===== config.mk =====
export PLATFORM = sky130hd
export DESIGN_NAME = mdu_hilo
export DESIGN_NICKNAME = d
export VERILOG_FILES = /design/src/rtl/mdu_hilo.sv
export SDC_FILE = /design/constraint.sdc
export NUM_CORES = 1
export LEC_CHECK = 0
export ABC_CLOCK_PERIOD_IN_PS = 7900
export BUFFER_PORTS_ARGS = -buffer_cell sky130_fd_sc_hd__buf_4
export CAP_MARGIN = 20
export CELL_PAD_IN_SITES_DETAIL_PLACEMENT = 0
export CELL_PAD_IN_SITES_GLOBAL_PLACEMENT = 2
export CORE_ASPECT_RATIO = 1.75
export CORE_MARGIN = 10
export CORE_UTILIZATION = 35
export DETAILED_ROUTE_END_ITERATION = 8
export HOLD_SLACK_MARGIN = 0.03
export PLACE_DENSITY = 0.77
export SYNTH_ARGS = -nofsm -noshare
export SYNTH_HDL_FRONTEND = slang
export SYNTH_SLANG_ARGS = --single-unit

===== constraint.sdc =====
create_clock -name clk_i -period 7.9 [get_ports clk_i]
set_clock_uncertainty 0.1 [all_clocks]
set_input_delay 0 -clock clk_i [delete_from_list [all_inputs] [get_ports clk_i]]
set_output_delay 0 -clock clk_i [all_outputs]
set_load 0.02 [all_outputs]

===== src/rtl/mdu_hilo.sv =====
// mdu_hilo: iterative MIPS multiply/divide unit owning the HI/LO registers.
// MULT/MULTU use 32 shift-add steps, DIV/DIVU use 32 restoring-division
// steps; every add/subtract goes through a mdu_cla32 instance.

// 32-bit carry-lookahead adder: 4-bit groups with group generate/propagate.
module mdu_cla32 (
    input  logic [31:0] a_i,
    input  logic [31:0] b_i,
    input  logic        cin_i,
    output logic [31:0] sum_o,
    output logic        cout_o
);
    logic [31:0] g_s;
    logic [31:0] p_s;
    logic [32:0] c_s;

    assign g_s = a_i & b_i;
    assign p_s = a_i ^ b_i;

    // Carry network: ripple inside a group, lookahead across group boundaries.
    always_comb begin
        c_s    = 33'd0;
        c_s[0] = cin_i;
        for (int j = 0; j < 8; j++) begin
            for (int k = 0; k < 3; k++) begin
                c_s[4*j+k+1] = g_s[4*j+k] | (p_s[4*j+k] & c_s[4*j+k]);
            end
            c_s[4*j+4] = g_s[4*j+3]
                       | (p_s[4*j+3] & g_s[4*j+2])
                       | (p_s[4*j+3] & p_s[4*j+2] & g_s[4*j+1])
                       | (p_s[4*j+3] & p_s[4*j+2] & p_s[4*j+1] & g_s[4*j])
                       | (p_s[4*j+3] & p_s[4*j+2] & p_s[4*j+1] & p_s[4*j] & c_s[4*j]);
        end
    end

    assign sum_o  = p_s ^ c_s[31:0];
    assign cout_o = c_s[32];
endmodule

module mdu_hilo #(
    parameter int ITER = 32
) (
    input  logic        clk_i,
    input  logic        rst_i,
    input  logic        start_i,
    input  logic [1:0]  op_i,
    input  logic [31:0] a_i,
    input  logic [31:0] b_i,
    input  logic        hi_we_i,
    input  logic        lo_we_i,
    input  logic [31:0] wdata_i,
    output logic        busy_o,
    output logic        done_o,
    output logic [31:0] hi_o,
    output logic [31:0] lo_o
);
    typedef enum logic [2:0] {
        S_IDLE = 3'd0,
        S_PREP = 3'd1,
        S_CALC = 3'd2,
        S_FIX  = 3'd3,
        S_DONE = 3'd4
    } state_t;

    localparam logic [4:0] LAST_CNT = 5'(ITER - 1);

    state_t      state_q, state_d;
    logic [4:0]  cnt_q, cnt_d;
    logic [1:0]  op_q, op_d;
    logic [31:0] a_q, a_d;
    logic [31:0] b_q, b_d;
    logic [31:0] bm_q, bm_d;          // |b| (or b for unsigned ops)
    logic [31:0] acc_hi_q, acc_hi_d;  // P_hi for multiply, R for divide
    logic [31:0] acc_lo_q, acc_lo_d;  // P_lo for multiply, Q for divide
    logic        sq_q, sq_d;          // product / quotient sign
    logic        sr_q, sr_d;          // remainder sign
    logic [31:0] hi_q, hi_d;
    logic [31:0] lo_q, lo_d;
    logic        busy_q, busy_d;
    logic        done_q, done_d;

    // Iteration adder and the two chained negation adders.
    logic [31:0] it_a_s, it_b_s, it_sum_s;
    logic        it_cin_s, it_c_s;
    logic [31:0] nl_a_s, nl_sum_s;
    logic        nl_c_s;
    logic [31:0] nh_a_s, nh_sum_s;
    logic        nh_cin_s, nh_cout_unused_s;

    // R never exceeds the divisor, so 32 stored bits suffice; the
    // shifted remainder needs the 33rd bit only transiently.
    logic [32:0] r_sh_s;
    logic [31:0] q_sh_s;
    logic        trial_ok_s;
    logic        signed_op_s;
    logic        add_c_s;
    logic [31:0] add_s_s;

    mdu_cla32 u_iter (.a_i(it_a_s), .b_i(it_b_s), .cin_i(it_cin_s),
                      .sum_o(it_sum_s), .cout_o(it_c_s));
    mdu_cla32 u_neg_lo (.a_i(nl_a_s), .b_i(32'd0), .cin_i(1'b1),
                        .sum_o(nl_sum_s), .cout_o(nl_c_s));
    mdu_cla32 u_neg_hi (.a_i(nh_a_s), .b_i(32'd0), .cin_i(nh_cin_s),
                        .sum_o(nh_sum_s), .cout_o(nh_cout_unused_s));

    assign signed_op_s = ~op_q[0];
    assign r_sh_s      = {acc_hi_q, acc_lo_q[31]};
    assign q_sh_s      = {acc_lo_q[30:0], 1'b0};
    // 33-bit trial R - |b| is non-negative when its carry out of bit 32 is set.
    assign trial_ok_s  = r_sh_s[32] | it_c_s;

    // Adder operand steering: iteration adder per op, negation adders per state.
    always_comb begin
        it_a_s   = acc_hi_q;
        it_b_s   = bm_q;
        it_cin_s = 1'b0;
        if (op_q[1]) begin
            it_a_s   = r_sh_s[31:0];
            it_b_s   = ~bm_q;
            it_cin_s = 1'b1;
        end else begin
            it_a_s   = acc_hi_q;
            it_b_s   = bm_q;
            it_cin_s = 1'b0;
        end
        nl_a_s   = ~acc_lo_q;
        nh_a_s   = ~acc_hi_q;
        nh_cin_s = 1'b1;
        if (state_q == S_PREP) begin
            nl_a_s = ~a_q;
            nh_a_s = ~b_q;
        end else begin
            nl_a_s = ~acc_lo_q;
            nh_a_s = ~acc_hi_q;
        end
        // 64-bit product negation chains the low adder's carry into the high one.
        if ((state_q == S_FIX) && !op_q[1]) begin
            nh_cin_s = nl_c_s;
        end else begin
            nh_cin_s = 1'b1;
        end
    end

    // Multiply step: conditional add of |b| into P_hi.
    always_comb begin
        add_c_s = 1'b0;
        add_s_s = acc_hi_q;
        if (acc_lo_q[0]) begin
            add_c_s = it_c_s;
            add_s_s = it_sum_s;
        end else begin
            add_c_s = 1'b0;
            add_s_s = acc_hi_q;
        end
    end

    // FSM next state and iteration counter.
    always_comb begin
        state_d = state_q;
        cnt_d   = cnt_q;
        case (state_q)
            S_IDLE, S_DONE: begin
                if (start_i) begin
                    state_d = S_PREP;
                end else begin
                    state_d = S_IDLE;
                end
            end
            S_PREP: begin
                state_d = S_CALC;
                cnt_d   = 5'd0;
            end
            S_CALC: begin
                cnt_d = cnt_q + 5'd1;
                if (cnt_q == LAST_CNT) begin
                    state_d = S_FIX;
                end else begin
                    state_d = S_CALC;
                end
            end
            S_FIX:   state_d = S_DONE;
            default: state_d = S_IDLE;
        endcase
    end

    // Datapath next values: operand latch, prep, iterations, fix-up, MTHI/MTLO.
    always_comb begin
        op_d     = op_q;
        a_d      = a_q;
        b_d      = b_q;
        bm_d     = bm_q;
        acc_hi_d = acc_hi_q;
        acc_lo_d = acc_lo_q;
        sq_d     = sq_q;
        sr_d     = sr_q;
        hi_d     = hi_q;
        lo_d     = lo_q;
        case (state_q)
            S_IDLE, S_DONE: begin
                if (start_i) begin
                    op_d = op_i;
                    a_d  = a_i;
                    b_d  = b_i;
                end else begin
                    op_d = op_q;
                end
                if (hi_we_i) begin
                    hi_d = wdata_i;
                end else begin
                    hi_d = hi_q;
                end
                if (lo_we_i) begin
                    lo_d = wdata_i;
                end else begin
                    lo_d = lo_q;
                end
            end
            S_PREP: begin
                bm_d     = (signed_op_s && b_q[31]) ? nh_sum_s : b_q;
                acc_lo_d = (signed_op_s && a_q[31]) ? nl_sum_s : a_q;
                acc_hi_d = 32'd0;
                sq_d     = signed_op_s & (a_q[31] ^ b_q[31]);
                sr_d     = signed_op_s & a_q[31];
            end
            S_CALC: begin
                if (!op_q[1]) begin
                    acc_hi_d = {add_c_s, add_s_s[31:1]};
                    acc_lo_d = {add_s_s[0], acc_lo_q[31:1]};
                end else if (trial_ok_s) begin
                    acc_hi_d = it_sum_s;
                    acc_lo_d = {q_sh_s[31:1], 1'b1};
                end else begin
                    acc_hi_d = r_sh_s[31:0];
                    acc_lo_d = q_sh_s;
                end
            end
            S_FIX: begin
                if (!op_q[1]) begin
                    hi_d = sq_q ? nh_sum_s : acc_hi_q;
                    lo_d = sq_q ? nl_sum_s : acc_lo_q;
                end else if (b_q == 32'd0) begin
                    hi_d = a_q;
                    lo_d = 32'hFFFF_FFFF;
                end else begin
                    hi_d = sr_q ? nh_sum_s : acc_hi_q;
                    lo_d = sq_q ? nl_sum_s : acc_lo_q;
                end
            end
            default: begin
                hi_d = hi_q;
            end
        endcase
        busy_d = (state_d == S_PREP) || (state_d == S_CALC) || (state_d == S_FIX);
        done_d = (state_d == S_DONE);
    end

    // State, datapath and registered outputs with synchronous reset.
    always_ff @(posedge clk_i) begin
        if (rst_i) begin
            state_q  <= S_IDLE;
            cnt_q    <= 5'd0;
            op_q     <= 2'd0;
            a_q      <= 32'd0;
            b_q      <= 32'd0;
            bm_q     <= 32'd0;
            acc_hi_q <= 32'd0;
            acc_lo_q <= 32'd0;
            sq_q     <= 1'b0;
            sr_q     <= 1'b0;
            hi_q     <= 32'd0;
            lo_q     <= 32'd0;
            busy_q   <= 1'b0;
            done_q   <= 1'b0;
        end else begin
            state_q  <= state_d;
            cnt_q    <= cnt_d;
            op_q     <= op_d;
            a_q      <= a_d;
            b_q      <= b_d;
            bm_q     <= bm_d;
            acc_hi_q <= acc_hi_d;
            acc_lo_q <= acc_lo_d;
            sq_q     <= sq_d;
            sr_q     <= sr_d;
            hi_q     <= hi_d;
            lo_q     <= lo_d;
            busy_q   <= busy_d;
            done_q   <= done_d;
        end
    end

    assign busy_o = busy_q;
    assign done_o = done_q;
    assign hi_o   = hi_q;
    assign lo_o   = lo_q;
endmodule


==> results of run 1 <==
==> timing repair <==
| action | CTS | global route |
|---|---|---|
| setup endpoints to repair | 0 | 0 |
| hold buffers | 123 | 0 |
| buffers inserted | 0 | 0 |
| resized for setup | 0 | 0 |
| endpoints found under the hold margin | 152 | 0 |
==> cell usage after synthesis (all sizes together) (2+ instances only) <==
library cell and count:
a311oi 55, inv 27, o21a 8, a221oi 38
xnor2 14, buf 46, clkbuf 140, nand3b 8
fa 23, a221o 6, o21ai 75, or3b 3
and3 6, mux2i 233, or3 10, a21boi 4
a22oi 26, a31o 2, o31a 2, nor2b 7
a211oi 64, o211ai 27, dfxtp 238, nor3 16
nor2 166, nand4 47, a21oi 169, nand3 16
and2 5, nor3b 5, xor2 34, and4 2
nand2b 15, mux2 43, a21o 14, ha 81
o31ai 2, nor4 18, nand2 325
==> report_power, final <==
| part | switching [mW] | total, mW | internal, mW | leakage [nW] |
|---|---|---|---|---|
| Combinational | 0.547 | 0.949 | 0.402 | 5.76 |
| Clock | 0.559 | 1.31 | 0.754 | 0.417 |
| Sequential | 0.0890 | 1.36 | 1.27 | 1.95 |
| Total | 1.20 | 3.62 | 2.43 | 8.12 |
==> worst max-delay path, stage by stage (launching register included) <==
cell and delay [ps]:
sky130_fd_sc_hd__dfxtp_4 790, sky130_fd_sc_hd__buf_4 650, sky130_fd_sc_hd__xor2_1 150, sky130_fd_sc_hd__ha_1 350
sky130_fd_sc_hd__a21oi_1 210, sky130_fd_sc_hd__nor2_1 100, sky130_fd_sc_hd__o31ai_1 280, sky130_fd_sc_hd__or3b_2 540
sky130_fd_sc_hd__o21ai_0 420, sky130_fd_sc_hd__nand2b_1 170, sky130_fd_sc_hd__a21o_1 210, sky130_fd_sc_hd__fa_1 450
sky130_fd_sc_hd__fa_1 420, sky130_fd_sc_hd__inv_1 90, sky130_fd_sc_hd__fa_1 210, sky130_fd_sc_hd__xnor2_1 160
sky130_fd_sc_hd__mux2i_1 120, sky130_fd_sc_hd__a2111o_1 410, sky130_fd_sc_hd__nand3_1 70
==> flip-flops by register name (all words and copies together) (netlist names), 5 cells and up <==
signal and count:
a_q 32, acc_hi_q 32, acc_lo_q 32, b_q 32, bm_q 32, hi_o 32, lo_o 32, cnt_q 5
==> per-stage QoR <==
stage,setup slack [ps],utilization (%),cells
3_5_place_dp,1916,38.50,2624
3_3_place_gp,1904,38.50,2624
2_1_floorplan,2123,-,2026
6_report,1909,43.19,2797
5_1_grt,1520,43.19,2797
4_1_cts,1885,43.03,2794
==> cell type report <==
class | instances | area, sq um
fill | 4698 | 26570
multi-input combinational | 1575 | 10910
sequential | 238 | 4775
timing repair buffer | 322 | 2794
clock buffer | 36 | 739.5
tap | 588 | 735.7
clock inverter | 11 | 147.6
inverter | 27 | 101.3
==> routing by layer <==
metal  share of wire [%]  track usage [%]
met3                 4.4            2.362
met1                  41            24.90
met4                 4.0            9.027
met5                   0                0
met2                  51            36.30
==> cells by family after synthesis <==
family / count (synthesis) / share of synthesized area (%)
AO/OA/AOI/OAI: 496 / 19.83
XOR/XNOR: 48 / 2.556
adder cells (fa/ha/maj): 104 / 8.960
buffers and inverters: 213 / 5.058
flip-flops: 238 / 28.96
multiplexers: 276 / 17.14
AND/OR/NAND/NOR: 651 / 17.49
==> worst max path at each step <==
stage / slack [ps] / to
floorplan: 2120 / acc_hi_q[21]$_SDFFE_PP0P_
global placement: 1900 / acc_hi_q[31]$_SDFFE_PP0P_
detailed placement: 1920 / acc_hi_q[31]$_SDFFE_PP0P_
CTS: 1880 / acc_hi_q[31]$_SDFFE_PP0P_
global route: 1520 / acc_hi_q[31]$_SDFFE_PP0P_
finish: 1910 / acc_hi_q[31]$_SDFFE_PP0P_
==> flow_metrics.tcl, run 1 <==
set metrics [dict create \
    status "complete, no violations" \
    synth_net_count 2233 \
    globalplace.congestion 0.8225 \
    core.rowCount 105 \
    hold_class "in -> reg" \
    chipHeight_um 306.8 \
    min_period_over_period_pct 75.84 \
    dpl-instance-area_sq_mm 0.01801 \
    setup_crit_path_kind "reg -> reg" \
    tightest_pin_transition_ps 995.7 \
    insertion_delay_ps 570 \
    rr_worst_depth 18 \
    tritoncts.num_buffers 26 \
    unrepaired_setup_endpoints_after_global_routing "no" \
    area_growth_syn_to_layout_pct 22.79 \
    hpwlAfterDp_um 41940 \
    first_global_vias 15762 \
    setup_violations 0 \
    net_count_of_the_finished_layout 2397 \
    worst-endpoint-arrival_ps 6390 \
    ys_top_cells_by_area "sky130_fd_sc_hd__dfxtp_1, sky130_fd_sc_hd__mux2i_1, sky130_fd_sc_hd__nand2_1, sky130_fd_sc_hd__ha_1, sky130_fd_sc_hd__a21oi_1" \
    cts_buffer_depth 3 \
    total_design_power_mw 3.624 \
    dr.pass1.iters 5 \
    reg2reg_setup_slack_ps 1910 \
    min_delay_path_depth 5 \
    largest_net_degree_at_the_start_of_global_routing 100 \
    cellLeakagePower_nw 8.120 \
    report.final.slew_viol_count 0 \
    worstHoldStart "start_i" \
    critPathCaptureType "flop" \
    drt_wl_total_um 60140 \
    grt_pass1_wl_um 93160 \
    synthFlopType "sky130_fd_sc_hd__dfxtp_1" \
    antenna_found_initial 0 \
    synth_top_area_cell "sky130_fd_sc_hd__dfxtp_1" \
    beginning_of_the_worst_register_to_register_path "op_q[1]$_SDFFE_PP0P_" \
    initial_util_pct 35.17 \
    clock-root-buffer "sky130_fd_sc_hd__clkbuf_16" \
    hold-path-endpoint "a_q[20]$_SDFFE_PP0P_" \
    setup_total_neg_slack_ps 0 \
    die_x_um 183.9 \
    yosys_register_bits 238 \
    drt_drc_violations_left 0 \
    drt.antenna.violating_nets 0 \
    synth-warning-count 0 \
    min_period_ps 5991 \
    required_ps 8300 \
    drt-initial-drc-count 1061 \
    io_buffers 168 \
    max-vdd-ir-drop_mv 0.1634 \
    ys_seq_area_share_pct 28.96 \
    worst_setup_path_startpoint "op_q[1]$_SDFFE_PP0P_" \
    synthDominantCellAreaShare_pct 28.96 \
    pin_count 169 \
    path_clk_slew_ps 70 \
    synth_cells 2026 \
    ctsHtreeMaxLevel 1 \
    route.vias.total 15789 \
    die-area_sq_mm 0.05642 \
    worst-path-max-fanout 55 \
    start_kind "flop" \
    fp.coreArea_sq_mm 0.04677 \
    timing_hold_violations_final 0 \
    ys_types 54 \
    cap_viol_max_count 0 \
    power-per-cell-area_mw_per_mm2 179.4 \
    post_synth.cell_area_avg_sq_um 8.120 \
    drive_above_1_share_pct 14.17 \
    cell_area_after_layout_sq_mm 0.02020 \
    layout.cells.most_common_list "sky130_fd_sc_hd__nand2_1, sky130_fd_sc_hd__dfxtp_1, sky130_fd_sc_hd__mux2i_1" \
    detail_route.vias_per_cell 5.645 \
    synth-edff-count 0 \
    grt_util_all_layers_pct 20.75 \
    cts_tree "yes" \
    mappedNetlistArea_sq_mm 0.01645 \
    total_number_of_clock_tree_sinks 238 \
    antennaDiodeCount 0 \
    reg2reg_to "acc_hi_q[31]$_SDFFE_PP0P_" \
    slew_headroom_pct 33.62 \
    maxClockFrequency_mhz 166.9 \
    grt_overflow_total 0 \
    async_sr_flop_fraction_pct 0 \
    detail_route.wl_per_cell_um 21.50 \
    holdWs_ps 108.8 \
    layout_commonest_cell "sky130_fd_sc_hd__nand2_1" \
]
(Power assumes the default switching activity.)
==> run 2: changes to the inputs <==
- ABC_AREA: not set -> 1
- ABC_CLOCK_PERIOD_IN_PS: 7900 -> 6200
- CORE_UTILIZATION: 35 -> 33
- PLACE_DENSITY: 0.77 -> 0.79
- clock period: 7.9 -> 6.2 ns (I/O delays scaled with it)
==> run 2 against run 1 <==
- flip-flop and latch count unchanged
- non-clock buffer count decreased by 2
- largest power group unchanged
- sequential power increased by 33%
- core utilization decreased by 1.7 points
- total power increased by 44%
- final cell count increased by 17%
- via count increased by 12%
==> flow_metrics.tcl, run 2 <==
set metrics [dict create \
    status "complete, no violations" \
    grt_overflow_total 0 \
    required_ps 6600 \
    worst-endpoint-arrival_ps 5430 \
    antenna_found_initial 1 \
    synth_simple_gate_area_share_pct 20.62 \
    combinationalPowerShare_pct 30.4 \
    clock-root-buffer "sky130_fd_sc_hd__clkbuf_16" \
    synthMostInstantiatedCell "sky130_fd_sc_hd__nand2_1" \
    max-vdd-ir-drop_mv 0.2079 \
    unrepaired_setup_endpoints_after_global_routing "no" \
    hold_class "in -> reg" \
    grt_pass1_wl_um 114200 \
    drt_drc_violations_left 0 \
    switching_power_mw 1.906 \
    chipHeight_um 311.5 \
    cap_viol_max_count 0 \
    drive_above_1_share_pct 10.58 \
    route.vias.total 17674 \
    post_synth.cell_area_avg_sq_um 6.571 \
    setup_crit_path_kind "reg -> reg" \
    timing_hold_violations_final 0 \
    drt_wl_total_um 77570 \
    synth_compound_gate_area_share_pct 27.70 \
    post_synth_xor_xnor_area_pct 3.060 \
    power-per-cell-area_mw_per_mm2 262.1 \
    synthFlopType "sky130_fd_sc_hd__dfxtp_1" \
    setup_total_neg_slack_ps 0 \
    synth-edff-count 0 \
    tightest_pin_transition_ps 1043 \
    post_synth_most_frequent_cells "sky130_fd_sc_hd__nand2_1, sky130_fd_sc_hd__o21ai_0, sky130_fd_sc_hd__a21oi_1, sky130_fd_sc_hd__dfxtp_1, sky130_fd_sc_hd__inv_1" \
    net_count_of_the_finished_layout 2816 \
    drt-initial-drc-count 1274 \
    cts_tree "yes" \
    globalplace.congestion 0.9450 \
    crit_path_top_delay_cell "sky130_fd_sc_hd__dfxtp_4" \
    maxClockFrequency_mhz 199.2 \
    io_buffers 168 \
    pwr-share-seq_pct 34.8 \
    detail_route.vias_per_cell 5.393 \
    synth_net_count 2646 \
    postCtsResizedCells 0 \
    synthAdderAreaFrac_pct 9.196 \
    die_x_um 186.6 \
    ctsHtreeMaxLevel 1 \
    slowest_delay_ps 470 \
    dr.pass1.iters 5 \
    largest_net_degree_at_the_start_of_global_routing 177 \
    layout_commonest_cell "sky130_fd_sc_hd__nand2_1" \
    p_int_mw 3.300 \
    grt_util_all_layers_pct 25.64 \
    yosys_register_bits 238 \
    post_cts_hold_buffer_count 115 \
    report.final.slew_viol_count 0 \
    cts_buffer_depth 3 \
    fp.coreArea_sq_mm 0.04788 \
    detail_route.wl_per_cell_um 23.67 \
    ys_types 43 \
    holdWs_ps 133.5 \
    clockPowerShare_pct 34.8 \
    async_sr_flop_fraction_pct 0 \
    synthDominantCellAreaShare_pct 29.73 \
    setup_violations 0 \
    cellLeakagePower_nw 8.488 \
    cts.repair_timing.setup_buffer_count 0 \
    synth_top_family_by_area "compound AO/OA/AOI/OAI gates" \
    hpwlAfterDp_um 57260 \
    min_period_over_period_pct 80.98 \
    initial_util_pct 33.48 \
    muxShareOfSynthArea_pct 0 \
    ys_seq_area_share_pct 29.73 \
    start_kind "flop" \
    tritoncts.num_buffers 26 \
    insertion_delay_ps 570 \
    power.share.switching_pct 36.61 \
    total_number_of_clock_tree_sinks 238 \
    drt.antenna.violating_nets 0 \
    pin_count 169 \
    crit_path_frequent_cell "sky130_fd_sc_hd__nand2_1" \
    first_global_vias 17780 \
    path_clk_slew_ps 80 \
    synth-warning-count 0 \
    worst-path-max-fanout 34 \
    layout.cells.most_common_list "sky130_fd_sc_hd__nand2_1, sky130_fd_sc_hd__o21ai_0, sky130_fd_sc_hd__a21oi_1" \
    mappedNetlistArea_sq_mm 0.01603 \
    die-area_sq_mm 0.05813 \
    critPathCaptureType "flop" \
    slew_headroom_pct 29.75 \
    core.rowCount 106 \
    ys_top_cells_by_area "sky130_fd_sc_hd__dfxtp_1, sky130_fd_sc_hd__nand2_1, sky130_fd_sc_hd__o21ai_0, sky130_fd_sc_hd__a21oi_1, sky130_fd_sc_hd__ha_1" \
    min_period_ps 5021 \
    synth_top_area_cell "sky130_fd_sc_hd__dfxtp_1" \
    area_growth_syn_to_layout_pct 23.91 \
    synth_cells 2439 \
]
-- run 2: cell type report --
cell class / instances / area [sq um]
Fill cell: 5133 / 28020
Inverter: 224 / 843.3
Clock inverter: 11 / 215.2
Timing Repair Buffer: 320 / 2743
Clock buffer: 35 / 745.7
Sequential cell: 238 / 4770
Multi-Input combinational cell: 1799 / 9728
Antenna cell: 2 / 5.005
Tap cell: 648 / 810.8
-- run 2: final timing paths --
kind | startpoint | end | slack [ps] | cells past startpoint
worst max-delay path | op_q[1]$_SDFFE_PP0P_ | acc_hi_q[29]$_SDFFE_PP0P_ | 1180 | 25
worst min-delay path | b_i[7] | b_q[7]$_SDFFE_PP0P_ | 130 | 4
worst max register to register | op_q[1]$_SDFFE_PP0P_ | acc_hi_q[29]$_SDFFE_PP0P_ | 1180 | 25
worst min register to register | cnt_q[3]$_SDFFE_PP0P_ | cnt_q[3]$_SDFFE_PP0P_ | 380 | 1
-- run 2: stage by stage --
step	instance area, sq um	power (mW)	instances	worst slack [ps]	util (%)
after floorplan	16030	2.740	2439	1306	-
after global placement	17690	3.337	3112	1238	36.94
after detailed placement	17740	3.351	3114	1222	37.06
after CTS	19860	5.232	3275	1196	41.47
after global routing	19860	5.467	3275	721.5	41.47
final	19860	5.206	3277	1179	41.48
-- run 2: per-layer routing --
layer | track usage (%) | vias up | wire (um)
met4 | 22.40 | 0 | 7923
met2 | 47.67 | 522 | 40140
met1 | 24.39 | 8415 | 26440
met5 | 0 | - | 0
li1 | - | 8510 | -
met3 | 3.051 | 227 | 3067
-- run 2: power groups by stage --
stage	registers (mW)	logic, mW	clock network, mW
floorplan	1.80	0.944	0
global placement	1.84	1.49	0
detailed placement	1.84	1.51	0
CTS	1.81	1.58	1.84
global route	1.82	1.76	1.89
finish	1.81	1.58	1.81
-- run 2: critical path, delay by kind of cell (launching register included) --
kind,cells,cell delay (ps)
adders and majority gates,4,1590
DFF,1,470
and+or+nand+nor,13,1210
AOI/OAI and AO/OA,5,720
buffers and inverters,3,830
-- run 2: cells by family after synthesis --
logic type      Yosys count
buf+inv                 402
xor+xnor                 56
compound gates          814
fa+ha+maj               104
simple gates            825
flops                   238
